`src/rtl/wide_mac_stream.sv`:
```
// Pipelined streaming multiply-accumulate: sums A*B over each s_last-terminated group
// and emits one result per group with a sticky overflow flag, under valid/ready flow control.
module wide_mac_stream #(
    parameter int A_WIDTH      = 24,
    parameter int A_UNSIGNED   = 1,
    parameter int B_WIDTH      = 34,
    parameter int B_UNSIGNED   = 1,
    parameter int ACC_WIDTH    = 64,
    parameter int OUT_WIDTH    = ACC_WIDTH,
    parameter int MULT_LATENCY = 4,
    parameter int SATURATE     = 1
) (
    input  logic                 clk,
    input  logic                 rst,
    input  logic                 s_valid,
    output logic                 s_ready,
    input  logic [A_WIDTH-1:0]   s_a,
    input  logic [B_WIDTH-1:0]   s_b,
    input  logic                 s_last,
    output logic                 m_valid,
    input  logic                 m_ready,
    output logic [OUT_WIDTH-1:0] m_data,
    output logic                 m_overflow
);

    localparam int MW         = A_WIDTH + B_WIDTH;
    localparam bit RES_SIGNED = (A_UNSIGNED == 0) || (B_UNSIGNED == 0);
    localparam int L          = MULT_LATENCY;

    if (A_UNSIGNED != 0 && A_UNSIGNED != 1) begin : g_chk_a
        $fatal(1, "wide_mac_stream: A_UNSIGNED must be 0 or 1");
    end
    if (B_UNSIGNED != 0 && B_UNSIGNED != 1) begin : g_chk_b
        $fatal(1, "wide_mac_stream: B_UNSIGNED must be 0 or 1");
    end
    if (ACC_WIDTH < MW) begin : g_chk_acc
        $fatal(1, "wide_mac_stream: ACC_WIDTH must be >= A_WIDTH+B_WIDTH");
    end
    if (OUT_WIDTH > ACC_WIDTH || OUT_WIDTH < 1) begin : g_chk_out
        $fatal(1, "wide_mac_stream: OUT_WIDTH must be in 1..ACC_WIDTH");
    end
    if (MULT_LATENCY < 2) begin : g_chk_lat
        $fatal(1, "wide_mac_stream: MULT_LATENCY must be >= 2");
    end

    logic                 w_ce;
    logic                 w_a_sign;
    logic                 w_b_sign;
    logic                 r_in_valid;
    logic                 r_in_last;
    logic [MW-1:0]        r_a;
    logic [MW-1:0]        r_b;
    logic [MW-1:0]        r_prod [L];
    logic [L-1:0]         r_pv;
    logic [L-1:0]         r_pl;
    logic [ACC_WIDTH-1:0] w_prod_ext;
    logic [ACC_WIDTH-1:0] w_base;
    logic [ACC_WIDTH-1:0] w_sum;
    logic [ACC_WIDTH-1:0] w_acc_next;
    logic                 w_carry;
    logic                 w_ovf;
    logic                 w_sticky_next;
    logic [ACC_WIDTH-1:0] r_acc;
    logic                 r_first;
    logic                 r_sticky;
    logic                 r_m_valid;
    logic [OUT_WIDTH-1:0] r_m_data;
    logic                 r_m_ovf;

    assign w_ce       = !r_m_valid || m_ready;
    assign s_ready    = w_ce;
    assign m_valid    = r_m_valid;
    assign m_data     = r_m_data;
    assign m_overflow = r_m_ovf;

    // Operands are pre-extended to the full product width so a plain MW x MW
    // multiply truncated to MW bits yields the correct product for any signedness.
    assign w_a_sign = (A_UNSIGNED == 0) ? s_a[A_WIDTH-1] : 1'b0;
    assign w_b_sign = (B_UNSIGNED == 0) ? s_b[B_WIDTH-1] : 1'b0;

    always_ff @(posedge clk) begin
        if (rst) begin
            r_in_valid <= 1'b0;
            r_in_last  <= 1'b0;
        end else if (w_ce) begin
            r_in_valid <= s_valid;
            r_in_last  <= s_valid && s_last;
        end
    end

    always_ff @(posedge clk) begin
        if (w_ce) begin
            r_a <= {{B_WIDTH{w_a_sign}}, s_a};
            r_b <= {{A_WIDTH{w_b_sign}}, s_b};
        end
    end

    always_ff @(posedge clk) begin
        if (rst) begin
            r_pv <= '0;
            r_pl <= '0;
        end else if (w_ce) begin
            r_pv <= {r_pv[L-2:0], r_in_valid};
            r_pl <= {r_pl[L-2:0], r_in_last};
        end
    end

    always_ff @(posedge clk) begin
        if (w_ce) begin
            r_prod[0] <= r_a * r_b;
            for (int unsigned i = 1; i < L; i++) begin
                r_prod[i] <= r_prod[i-1];
            end
        end
    end

    if (ACC_WIDTH > MW) begin : g_ext
        logic w_psign;
        assign w_psign    = RES_SIGNED ? r_prod[L-1][MW-1] : 1'b0;
        assign w_prod_ext = {{(ACC_WIDTH-MW){w_psign}}, r_prod[L-1]};
    end else begin : g_noext
        assign w_prod_ext = r_prod[L-1];
    end

    always_comb begin
        w_base             = r_first ? '0 : r_acc;
        {w_carry, w_sum}   = {1'b0, w_base} + {1'b0, w_prod_ext};
        w_acc_next         = w_sum;
        w_ovf              = 1'b0;
        if (RES_SIGNED) begin
            if (w_base[ACC_WIDTH-1] == w_prod_ext[ACC_WIDTH-1] &&
                w_sum[ACC_WIDTH-1] != w_base[ACC_WIDTH-1]) begin
                w_ovf = 1'b1;
                if (SATURATE != 0) begin
                    w_acc_next = w_base[ACC_WIDTH-1] ? {1'b1, {(ACC_WIDTH-1){1'b0}}}
                                                     : {1'b0, {(ACC_WIDTH-1){1'b1}}};
                end
            end
        end else if (w_carry) begin
            w_ovf = 1'b1;
            if (SATURATE != 0) begin
                w_acc_next = '1;
            end
        end
        w_sticky_next = (!r_first && r_sticky) || w_ovf;
    end

    always_ff @(posedge clk) begin
        if (rst) begin
            r_acc     <= '0;
            r_first   <= 1'b1;
            r_sticky  <= 1'b0;
            r_m_valid <= 1'b0;
            r_m_data  <= '0;
            r_m_ovf   <= 1'b0;
        end else if (w_ce) begin
            r_m_valid <= r_pv[L-1] && r_pl[L-1];
            if (r_pv[L-1]) begin
                r_acc    <= w_acc_next;
                r_sticky <= w_sticky_next;
                r_first  <= r_pl[L-1];
                if (r_pl[L-1]) begin
                    r_m_data <= w_acc_next[ACC_WIDTH-1 -: OUT_WIDTH];
                    r_m_ovf  <= w_sticky_next;
                end
            end
        end
    end

endmodule

```
`config.mk`:
```
export PLATFORM = sky130hd
export DESIGN_NAME = wide_mac_stream
export DESIGN_NICKNAME = d
export VERILOG_FILES = /design/src/rtl/wide_mac_stream.sv
export SDC_FILE = /design/constraint.sdc
export NUM_CORES = 2
export LEC_CHECK = 0
export CAP_MARGIN = 20
export CORE_MARGIN = 8
export CORE_UTILIZATION = 28
export DETAILED_ROUTE_END_ITERATION = 16
export DONT_BUFFER_PORTS = 1
export GPL_ROUTABILITY_DRIVEN = 0
export PLACE_DENSITY = 0.5
export SKIP_LAST_GASP = 1
export SLEW_MARGIN = 5
export SYNTH_ARGS = -nofsm -noshare
export SYNTH_HDL_FRONTEND = slang
export SYNTH_SLANG_ARGS = --single-unit
export TNS_END_PERCENT = 30
```
`constraint.sdc`:
```
create_clock -name clk -period 12.6 [get_ports clk]
set_input_delay 2.52 -clock clk [delete_from_list [all_inputs] [get_ports clk]]
set_output_delay 2.52 -clock clk [all_outputs]
set_load 0.05 [all_outputs]
```
======== After elaboration in Yosys (flattened, before gate mapping) ========
Memories as Yosys holds them, arrays and structs flattened.
Index checks and enable logic that the tools add are counted.
storage, ports and cells
  register bits after elaboration ......... 200
  memory bits (writable) .................. 232
  bits of input ports ..................... 63
  word-level logic and storage cells ...... 29
  memories ................................ 1
cells by class
  add/sub/neg operators ................... 1
  multiply operators ...................... 1
  muxes and demuxes ....................... 5
  reductions and logical operators ........ 9
memories
  memory  depth  bits a word  rd ports  clocked after memory_dff  wr ports  line  source
  r_prod  4      58           4         0                         4         53    logic [MW-1:0] r_prod [L];
operators with widths
  kind                          count
  two-way mux 64 bit            2
  adder 64 x 58 -> 65 bit       1
  multiplier 24 x 34 -> 58 bit  1
  logical AND 1 bit             3
  two-way mux 1 bit             3
  AND reduction 3 bit           1
  logical NOT 1 bit             2
  logical OR 1 bit              2
  AND reduction 2 bit           1

======== Longest topological paths before layout ========
  depth in word-level cells ............... 4
  mapped depth ............................ 29
  mapped depth without buffers ............ 26

======== Least setup slack after synthesis ========
Ideal clock, no wire load.
  path kind ............................... input to output
  from .................................... in m_ready
  to ...................................... out s_ready
  data arrival time ....................... 11056 ps
  slack ................................... -976 ps
  cell stages on the path ................. 3
  buffers on the path ..................... 1
  path through ............................ nor2b_1 inv_1 buf_1
on the way
  cells in the longest elaborated chain, start to end .. 1
ends and longest elaborated chain
  item              line  source
  from (decl)       21    input logic m_ready,
  logical OR 1 bit  70    assign w_ce = !r_m_valid || m_ready;
  to (decl)         16    output logic s_ready,
Every way passes these cells.

==> impl_summary.txt <==
----------------------------------------------------
[Run status]
  Result of the run ... finished, final reports clean

[Synth]
  Post-synth design cell area ... 43,900 sq um
  Yosys warning total ... 0
  Most used DFF post-synth ... sky130_fd_sc_hd__edfxtp_1
  Leading post-synthesis cells by cell area ... sky130_fd_sc_hd__fa_1 (32%), sky130_fd_sc_hd__edfxtp_1 (20%), sky130_fd_sc_hd__ha_1 (6.9%)
  Async set-or-reset flop fraction in the synthesized netlist ... 0%
  Unique masters post-synth ... 72
  Number of storage elements in the synthesis netlist ... 432
  Syn Area/Cell ... 9.86 sq um
  Synthesized instance count ... between 4,000 and 5,000
  Sequential-to-total area share from yosys stat ... a little over a quarter
  Number of enable flip-flop cells after synthesis ... 290
  Syn nets ... ~5,500
  Portion of synthesized cell area occupied by the leading cell type ... 32.1%
  Cell accounting for the most synthesized area ... sky130_fd_sc_hd__fa_1

[STA]
  Largest clock skew in the final design ... 0.0249 ns
  Setup TNS ... 0 ns
  Worst-Margin Slew ... 1.06 ns
  Final count of pins violating max slew ... 0
  Setup violations, final ... 0
  Portion of the clock cycle consumed by the worst path in the final layout ... 63.7%
  Setup repair after global routing missed its margin ... false
  Min cycle time layout ... between 8 and 9 ns
  Hold WS ... approximately 0.40 ns
  Timing-limited maximum frequency ... around 120 MHz
  Worst relative slew slack ... 28.9%
  Final-report hold violation count ... 0

[Detailed routing]
  Via density ... 4.66
  Starting DRC count in detailed routing ... 1,946
  Final wirelength ... 125 mm
  Wirelength per Cell ... 19.4 microns
  Remaining DRCs ... 0
  1st-pass router iterations ... 6
  Antenna violation net count after detailed routing ... 0
  Via count ... 30,000

[Clocking]
  CTS H-tree depth ... 2
  Buffer type at the clock tree root ... sky130_fd_sc_hd__clkbuf_16
  Clock edge transition at the registers on the reported setup and hold paths ... 0.08 ns
  Clock sink total ... 432
  TritonCTS clock tree ... yes
  Post-CTS setup buffers ... 0
  Number of hold-repair buffers added at the cts stage ... 0
  Clock buffers created by TritonCTS ... 52
  Maximum clock insertion buffer count ... 3
  Post-cts repair resize count ... 0
  Skew-Pair Late Insertion Delay ... 0.65 ns

[Setup path]
  Arr. time, crit path ... 8.42 ns
  Critical path, cell by cell ... nand2_1 > fa_1 > inv_1 > fa_1 > fa_1 > fa_1 > fa_1 > fa_1 > inv_1 > fa_1 > inv_1 > ha_1 > a211oi_1 > nand2_1 > or4_1 > o311ai_1 > nand2_1 > a31oi_1 > o21ai_1 > a21oi_1 > xnor2_1
  Library cell appearing most often on the critical path ... sky130_fd_sc_hd__fa_1
  Worst path bufs/invs ... 3
  Maximum fanout encountered on the critical timing path ... 24
  Crit Path Class ... reg2reg
  Critical Path Start Type ... flip-flop
  Type of element capturing the critical path ... flip-flop
  Standard cell with the maximum stage delay on the critical path ... sky130_fd_sc_hd__edfxtp_1
  Slowest Stage Delay on Critical Path ... 1.05 ns
  Family of cells with the greatest summed delay on the critical path ... adder cells
  Critical Path RT ... 12.99 ns

[Global route]
  Number of global-route vias before repair ... roughly 32,000
  First-pass GRT wire length ... 193 mm
  Overflow after GRT ... 0
  Global routing usage summed across all routing layers ... 14.6%
  Antenna violations before repair ... 34
  Maximum number of pins on one net before global-route repair ... 183

[Cells and area]
  Area growth syn-to-layout ... 9.20%
  Most common cell after layout, fill and taps aside ... sky130_fd_sc_hd__inv_1
  Total of fill cells in the finished design ... 16,200
  Fraction of layout cells with a size suffix above 1 ... 3.92%
  Number of nets in the layout ... around 5,300
  Post-route core utilization ... between 30% and 40%
  Most frequent cells in the layout ... sky130_fd_sc_hd__inv_1 (771), sky130_fd_sc_hd__fa_1 (703), sky130_fd_sc_hd__nand2_1 (526)

[Floorplan]
  Count of boundary I/O pins ... 130
  Die width ... 412 microns
  Area of the core ... 156,000 sq um
  DIE HEIGHT ... 412 microns
  Die footprint ... 170,000 sq um
  Initial core utilization ... 28.1%
  Number of standard-cell rows in the floorplan ... 145

[Job]
  Max capacitance violation total ... 0

[Place]
  Total half-perimeter wirelength after legalization and detailed placement ... 89.7 mm
  Count of input and output buffers ... 0

[Worst hold path]
  Classification of the worst-slack hold path ... reg2reg

----------------------------------------------------
-- cell type report --
class | instances | area (sq um) | share of cell area (%)
flip-flops and latches | 432 | 11600 | 24.1
well taps | 2058 | 2570 | 5.37
repair buffers | 62 | 478 | 0.997
clock buffers | 63 | 1370 | 2.87
multi-input cells | 2998 | 28500 | 59.4
clock inverters | 33 | 518 | 1.08
inverters | 772 | 2910 | 6.06
diodes | 19 | 47.5 | 0.0992
-- path summary, 6_finish.rpt --
kind | slack [ns] | cells after the start | end | startpoint
max | 4.57 | 21 | r_prod[0][52] | r_b[17]
min | 0.40 | 0 | r_prod[1][35] | r_prod[0][35]
max reg2reg | 4.57 | 21 | r_prod[0][52] | r_b[17]
min reg2reg | 0.40 | 0 | r_prod[1][35] | r_prod[0][35]
-- flip-flops by register name, summed over array words and instances, names as in the netlist --
name / flops
m_valid: 1
r_pl: 4
m_overflow: 1
r_prod: 232
r_sticky: 1
r_b: 34
r_in_last: 1
r_pv: 4
r_a: 24
r_acc: 64
r_in_valid: 1
m_data: 64
r_first: 1
-- cells in the mapped netlist, types with 56 or more instances --
master / number
sky130_fd_sc_hd__inv_1: 772
sky130_fd_sc_hd__fa_1: 703
sky130_fd_sc_hd__nand2_1: 526
sky130_fd_sc_hd__and2_1: 417
sky130_fd_sc_hd__edfxtp_1: 290
sky130_fd_sc_hd__nor2_1: 249
sky130_fd_sc_hd__ha_1: 242
sky130_fd_sc_hd__clkbuf_1: 229
sky130_fd_sc_hd__dfxtp_1: 142
sky130_fd_sc_hd__a21oi_1: 133
sky130_fd_sc_hd__a211oi_1: 131
sky130_fd_sc_hd__xnor2_1: 79
sky130_fd_sc_hd__nor2b_1: 68
sky130_fd_sc_hd__o21ai_0: 60
sky130_fd_sc_hd__a21o_1: 56
-- stage by stage --
step / std cells / cell area, sq um / setup slack (ns)
2_1_floorplan: 4453 / 43900 / 0.278
3_3_place_gp: 6322 / 46000 / 4.64
3_5_place_dp: 6322 / 46000 / 4.61
4_1_cts: 6418 / 47900 / 4.56
5_1_grt: 6420 / 47900 / 4.25
6_report: 6437 / 47900 / 4.57
-- layer usage --
layer | GRT usage (%) | share of wire [%]
met5 | 0 | 0.12
met2 | 22.7 | 44
met4 | 3.71 | 2.4
met3 | 3.74 | 8.0
met1 | 20.3 | 46
-- kinds of logic (layout without fill, tap and decap cells) --
family                   count (synthesis)  in the layout  share of synthesized area (%)
XOR/XNOR                               109            109                           2.17
multiplexers                             2              2                         0.0456
buffers and inverters                 1023            930                           8.81
AND/OR/NAND/NOR                       1415           1415                           15.7
adder cells (fa/ha/maj)                945            945                           39.0
other                                    0             19                              0
AO/OA/AOI/OAI                          527            527                           8.05
flip-flops                             432            432                           26.3
Power is left out: the tool's default activity adds up to more than one toggle a clock period on the data nets, which glitch-free logic cannot reach.
